$ cat config.mk
export PLATFORM = sky130hd
export DESIGN_NAME = id_stage
export DESIGN_NICKNAME = d
export VERILOG_FILES = /design/src/rtl/id_stage.sv
export SDC_FILE = /design/constraint.sdc
export NUM_CORES = 1
export LEC_CHECK = 0
export BUFFER_PORTS_ARGS = -buffer_cell sky130_fd_sc_hd__clkbuf_2
export CAP_MARGIN = 15
export CORE_UTILIZATION = 30
export CTS_BUF_LIST = sky130_fd_sc_hd__clkbuf_8 sky130_fd_sc_hd__clkbuf_16
export DETAILED_ROUTE_END_ITERATION = 10
export SLEW_MARGIN = 20
export SYNTH_ARGS = -nofsm -noshare
export SYNTH_HDL_FRONTEND = slang
export SYNTH_SLANG_ARGS = --single-unit
$ cat constraint.sdc
create_clock -name clk -period 2.4 [get_ports clk]
set_clock_uncertainty 0.1 [all_clocks]
set_input_delay 0.12 -clock clk [delete_from_list [all_inputs] [get_ports clk]]
set_output_delay 0.12 -clock clk [all_outputs]
set_load 0.05 [all_outputs]
$ cat src/rtl/id_stage.sv
// Instruction-decode stage: holds the fetched instruction in the ID register,
// slices out its fields, builds the sign-extended immediate and detects
// load-use hazards against the instruction currently in EX.
//
// Pipeline control semantics:
//   stall        : combinational. While high, fetch holds its PC and the ID
//                  register keeps its contents. It stays high only as long as
//                  the hazard holds, with no extra hold cycles added.
//   branch_taken : flush request. It overrides stall and loads a NOP bubble.
//   id_bubble    : tells EX to take a bubble this cycle (stall or empty ID).
module id_stage (
  input  logic        clk,
  input  logic        reset,
  input  logic [63:0] if_pc,
  input  logic [31:0] if_instruction,
  input  logic        branch_taken,
  input  logic        idex_mem_read,
  input  logic [4:0]  idex_rd,
  output logic        stall,
  output logic        id_valid,
  output logic [63:0] id_pc,
  output logic [31:0] id_instruction,
  output logic [6:0]  id_opcode,
  output logic [4:0]  id_rd,
  output logic [2:0]  id_funct3,
  output logic [4:0]  id_rs1,
  output logic [4:0]  id_rs2,
  output logic [6:0]  id_funct7,
  output logic [63:0] id_imm,
  output logic        id_bubble,
  output logic [15:0] stall_count
);

  localparam logic [31:0] NOP = 32'h00000013;

  localparam logic [6:0] OP_REG    = 7'b0110011;
  localparam logic [6:0] OP_REG32  = 7'b0111011;
  localparam logic [6:0] OP_IMM    = 7'b0010011;
  localparam logic [6:0] OP_IMM32  = 7'b0011011;
  localparam logic [6:0] OP_LOAD   = 7'b0000011;
  localparam logic [6:0] OP_STORE  = 7'b0100011;
  localparam logic [6:0] OP_BRANCH = 7'b1100011;
  localparam logic [6:0] OP_JALR   = 7'b1100111;
  localparam logic [6:0] OP_LUI    = 7'b0110111;
  localparam logic [6:0] OP_AUIPC  = 7'b0010111;
  localparam logic [6:0] OP_JAL    = 7'b1101111;

  logic rs1_used;
  logic rs2_used;

  // Field slices of the registered instruction word.
  assign id_opcode = id_instruction[6:0];
  assign id_rd     = id_instruction[11:7];
  assign id_funct3 = id_instruction[14:12];
  assign id_rs1    = id_instruction[19:15];
  assign id_rs2    = id_instruction[24:20];
  assign id_funct7 = id_instruction[31:25];

  // Which source registers the decoded opcode actually reads.
  always_comb begin
    rs1_used = 1'b0;
    rs2_used = 1'b0;
    case (id_opcode)
      OP_REG, OP_REG32, OP_STORE, OP_BRANCH: begin
        rs1_used = 1'b1;
        rs2_used = 1'b1;
      end
      OP_IMM, OP_IMM32, OP_LOAD, OP_JALR: rs1_used = 1'b1;
      default: ;
    endcase
  end

  // Load-use hazard: EX holds a load whose non-x0 destination we read.
  assign stall = id_valid && idex_mem_read && (idex_rd != 5'd0) &&
                 ((rs1_used && (idex_rd == id_rs1)) ||
                  (rs2_used && (idex_rd == id_rs2)));

  assign id_bubble = stall || !id_valid;

  // Sign-extended immediate chosen by instruction format.
  always_comb begin
    id_imm = 64'd0;
    case (id_opcode)
      OP_LOAD, OP_IMM, OP_IMM32, OP_JALR:
        id_imm = {{52{id_instruction[31]}}, id_instruction[31:20]};
      OP_STORE:
        id_imm = {{52{id_instruction[31]}}, id_instruction[31:25],
                  id_instruction[11:7]};
      OP_BRANCH:
        id_imm = {{51{id_instruction[31]}}, id_instruction[31],
                  id_instruction[7], id_instruction[30:25],
                  id_instruction[11:8], 1'b0};
      OP_LUI, OP_AUIPC:
        id_imm = {{32{id_instruction[31]}}, id_instruction[31:12], 12'd0};
      OP_JAL:
        id_imm = {{43{id_instruction[31]}}, id_instruction[31],
                  id_instruction[19:12], id_instruction[20],
                  id_instruction[30:21], 1'b0};
      default: id_imm = 64'd0;
    endcase
  end

  // ID register: reset > flush > hold on stall > load from fetch.
  always_ff @(posedge clk) begin
    if (reset) begin
      id_valid       <= 1'b0;
      id_pc          <= 64'd0;
      id_instruction <= NOP;
    end else if (branch_taken) begin
      id_valid       <= 1'b0;
      id_pc          <= 64'd0;
      id_instruction <= NOP;
    end else if (!stall) begin
      id_valid       <= 1'b1;
      id_pc          <= if_pc;
      id_instruction <= if_instruction;
    end
  end

  // Saturating count of stalled cycles since reset.
  always_ff @(posedge clk) begin
    if (reset) begin
      stall_count <= 16'd0;
    end else if (stall && (stall_count != 16'hFFFF)) begin
      stall_count <= stall_count + 16'd1;
    end
  end

endmodule
### After elaboration in Yosys (flattened, before gate mapping)

Index checks and enable logic that the tools add are counted.

* flip-flop bits (word level): 113
* bits of input ports: 105
* output and inout bits: 211
* logic and storage cells: 37

* $add $sub $neg: 1
* eq/ne operators: 14
* mux-type cells: 3
* reduce and logical (&&, ||, !) cells: 15

Operators by type and width (number)
* $pmux 64 s5: 1
* $eq 7x6->1 const B: 4
* $eq 7x5->1 const B: 3
* $eq 7x7->1 const B: 3
* $add 16x1->16 const B: 1
* $ne 16x16->1 const B: 1
* $eq 5x5->1: 2
* $reduce_or 4->1: 2
* $reduce_or 8->1: 1
* $eq 7x2->1 const B: 1
* $logic_and 1x1->1: 6
* $reduce_bool 5->1: 1
* $reduce_or 2->1: 2
* $logic_or 1x1->1: 2
* $mux 1: 2
* $logic_not 1->1: 1

### Logic depth before layout (Yosys ltp)

* word-level depth: 7
* mapped depth: 9
* mapped depth without buffers: 6

### Least setup slack after synthesis

Ideal clock, no wire load.

* path kind: register to output
* from: register id_instruction[4]
* to: output port id_imm[32]
* arrival: 2923 ps
* data required time: 2180 ps
* slack: -743 ps
* stages on the path, launching flop included: 6
* buffers on the path: 2
* path through: dfxtp_1 -> inv_1 -> nor4_1 -> clkbuf_1 -> o21a_1 -> buf_4

* cells in the longest elaborated chain, start to end: 3
* elaborated cells between the ends (all ways): 12
* classes of those cells: 9 x eq/ne; 1 x mux; 2 x reduce/logical

RTL lines
* from (decl): RTL line 22 `output logic [31:0] id_instruction,`
* from (signal assigned): RTL line 116 `id_instruction <= if_instruction;`
* $eq 7x2->1 (tied with other cells): RTL line 83 `case (id_opcode)`
* $reduce_or 4->1 or $reduce_or 2->1 (tied branches): RTL line 83
* $pmux 64 s5 (*): RTL line 83
* to (decl): RTL line 29 `output logic [63:0] id_imm,`

Every way passes the cells marked *; elsewhere a longest branch is shown, timed or not.

### Worst setup path in the final report

* from: register id_instruction[4]
* to: output port id_imm[29]

Same word-level chain as after synthesis.

==> impl_metrics.py <==
metrics = {
    "global_routing": {
        "grt_overflow": 0,
        "grt_usage": 0.205,
        "grt_antenna_before_repair": 0,
        "grt_max_degree": 57,
        "grt_first_pass_wirelength_mm": 28.4,
        "grt_pass1_vias": 5423,
    },
    "clock_tree": {
        "clkSinkCount": 113,
        "worstSkewPairLatency_ns": 0.41,
        "cts_tree": "done",
        "cts_max_path_buffers": 2,
        "h-tree-depth": 4,
        "root_buffer": "clkbuf_16",
        "clk_pin_slew_worst_paths_ns": 0.06,
        "cts-buffers-inserted": 17,
    },
    "power_and_ir_drop": {
        "vdd_drop_max_uv": 444,
        "power_density_mw_per_mm2": 690,
        "total_power_mw": 6.00,
        "p_comb_frac": 0.180,
        "p_seq_frac": 0.334,
        "p_sw_frac": 0.279,
        "leakage_nw": 4.35,
        "clkPwrFrac": 0.486,
        "p_int_mw": 4.32,
        "switchingPower_mw": 1.67,
    },
    "floorplanning": {
        "io_pins": 316,
        "row_count": 48,
        "die_area_mm2": 0.0180,
        "start_util": 0.306,
        "fp.coreArea_mm2": 0.0172,
        "fp.dieH_um": 134,
        "die_w_um": 134,
    },
    "yosys": {
        "synth-seq-area-share": 0.431,
        "synth_cell_types": 51,
        "ys_warn_count": 0,
        "syn_inst": 669,
        "synth_nets": 775,
        "ys_seq_elements": 113,
        "synth_top_flop_cell": "dfxtp_1",
        "syn_area_mm2": 0.00525,
        "synth_edf_count": 0,
        "synth_area_per_cell_um2": 7.85,
        "synthArstFlopShare": 0,
    },
    "hold_path": {
        "hold_class": "input port to register",
    },
    "timing": {
        "finalSetupViolCount": 0,
        "hold_ws_ns": 0.0553,
        "hold_violations": 0,
        "period_minus_slack_ns": 2.37,
        "slew_headroom": 0.544,
        "worst_slew_pin_slew_ns": 0.684,
        "post-route-period-util": 0.986,
        "max_freq_mhz": 423,
        "slew_violations": 0,
    },
    "worst_setup_path": {
        "cp-end-kind": "primary output",
        "crit_start": "id_instruction[4]$_SDFFE_PP1N_",
        "r2r-start": "id_instruction[4]$_SDFFE_PP1N_",
        "r2r_slack_ns": 0.16,
        "worstReg2RegEnd": "id_pc[1]$_SDFFE_PP0N_",
        "crit_type": "register to primary output",
        "crit_end": "id_imm[29]",
        "worst-path-max-fanout": 11,
        "r2r_cells": 8,
        "crit_required_ns": 2.18,
        "start_kind": "register",
        "arrival_ns": 2.15,
    },
    "drt": {
        "vias_per_cell": 4.62,
        "routed_wl_mm": 19.0,
        "drc_errors": 0,
        "vias": 5880,
        "drtPass1Iterations": 4,
        "drt_iter0_drc": 298,
        "detail_route.wl_per_cell_um": 14.9,
        "drt.antenna.violating_nets": 0,
    },
    "layout": {
        "final_util": 0.506,
        "fin_cells": 1272,
        "final_area_mm2": 0.00869,
        "nFillCells": 1664,
        "area_growth_pct": 65.4,
        "fin_nets": 1139,
        "layout-drive-gt1-share": 0.393,
    },
    "placement": {
        "place_area_mm2": 0.00677,
        "hpwlAfterDp_mm": 12.8,
        "place.gp.congestion": 0.762,
        "portBuffers": 315,
        "dp.cells": 1136,
    },
    "job": {
        "maxCapViolations": 0,
    },
    "outcome": {
        "status": "completed",
    },
}
==> state kept, by name, summed over array words and instances, names as in the netlist <==
name,flops
id_pc,64
id_instruction,32
stall_count,16
id_valid,1
==> per-stage QoR <==
stage	TNS (ns)	worst slack, ns
after floorplan	0	0.0272
after global placement	0	0.170
after detailed placement	0	0.105
after CTS	0	0.0228
after global routing	-0.811	-0.0692
final	0	0.0335
==> power by group through the flow <==
stage / Sequential [mW] / Combinational (mW) / Clock [mW]
floorplan: 2.26 / 0.451 / 0
detailed placement: 2.04 / 0.911 / 0
global route: 2.01 / 1.13 / 3.06
CTS: 2.00 / 1.07 / 2.97
finish: 2.00 / 1.08 / 2.92
global placement: 2.04 / 0.909 / 0
==> critical path: stages, from the launching register on <==
cell and delay (ns):
dfxtp_2 0.34, buf_4 0.17, nor3b_1 0.39, a2111oi_4 0.09, buf_4 0.18, and2_4 0.20, a21o_1 0.16, clkbuf_4 0.20
==> kinds of logic after synthesis <==
family,synth area share
AOI/OAI and AO/OA,0.173
xor gates and xnor gates,0.0183
adders and majority gates,0.00238
buffers and inverters,0.137
DFF,0.431
muxes,0.00429
and+or+nand+nor,0.234
==> cell usage in the layout (no fill, tap or decap), types with 10 or more instances in the layout <==
cell type	n
buf_4	31
clkbuf_4	51
nand2_1	200
a21oi_1	108
dfxtp_1	106
clkbuf_16	17
a21o_1	19
nor2_1	10
or3_1	12
clkbuf_2	261
dlygate4sd3_1	96
==> synthesized netlist by cell type, types with 2 or more instances <==
master | n | area, um^2
or3_1 | 13 | 81.3
xnor2_1 | 8 | 70.1
o21ai_1 | 4 | 20.0
nand4_1 | 2 | 12.5
nand2b_1 | 4 | 25.0
o21ai_0 | 8 | 40.0
nand3b_1 | 2 | 15.0
o21a_1 | 2 | 15.0
a21o_1 | 19 | 143
nor3_1 | 5 | 25.0
xor2_1 | 3 | 26.3
dfxtp_1 | 113 | 2260
and3_1 | 4 | 25.0
and2_1 | 8 | 50.1
a32oi_1 | 2 | 17.5
nor2b_1 | 2 | 12.5
a21oi_1 | 108 | 541
or2_2 | 3 | 18.8
inv_1 | 4 | 15.0
nand2_1 | 201 | 754
nand3_1 | 10 | 50.1
nor2_1 | 11 | 41.3
buf_2 | 3 | 15.0
clkbuf_1 | 17 | 63.8
and4_1 | 3 | 26.3
buf_4 | 82 | 616
a22o_1 | 4 | 35.0
==> worst min-delay path by stage <==
stage / from / to / slack, ns / depth (start not counted)
after floorplan: if_instruction[0] / id_instruction[0]$_SDFFE_PP1N_ / 0.12 / 1
after global routing: reset / stall_count[0]$_SDFFE_PP0P_ / 0.05 / 3
after CTS: reset / stall_count[1]$_SDFFE_PP0P_ / 0.04 / 3
after global placement: if_instruction[0] / id_instruction[0]$_SDFFE_PP1N_ / 0.21 / 2
after detailed placement: if_instruction[0] / id_instruction[0]$_SDFFE_PP1N_ / 0.21 / 2
final: reset / stall_count[1]$_SDFFE_PP0P_ / 0.06 / 3
==> what timing repair did <==
item | 4_1_cts | 5_1_grt
endpoints found under the hold margin | 96 | 0
endpoints found under the setup margin | 55 | 105
cloned | 1 | 0
pin swaps | 3 | 0
hold buffers | 96 | 0
setup buffers | 5 | 1
gates resized for setup | 59 | 10
==> layer usage <==
metal | vias to the layer above | GRT usage | part of all wire
met2 | 240 | 0.379 | 0.53
met1 | 2714 | 0.224 | 0.39
met4 | 0 | 0.0737 | 0.017
met3 | 29 | 0.0525 | 0.062
li1 | 2897 | - | -
met5 | - | 0 | 0
==> cell type report <==
class	instances	area, um^2	area share
repair buffers	447	3040	0.350
flip-flops and latches	113	2280	0.262
clock inverters	12	213	0.0245
diodes	1	2.50	0.000288
clock buffers	20	467	0.0537
multi-input cells	450	2390	0.276
inverters	4	15.0	0.00173
well taps	225	282	0.0324
No activity file was read; power rests on OpenSTA's default activity.
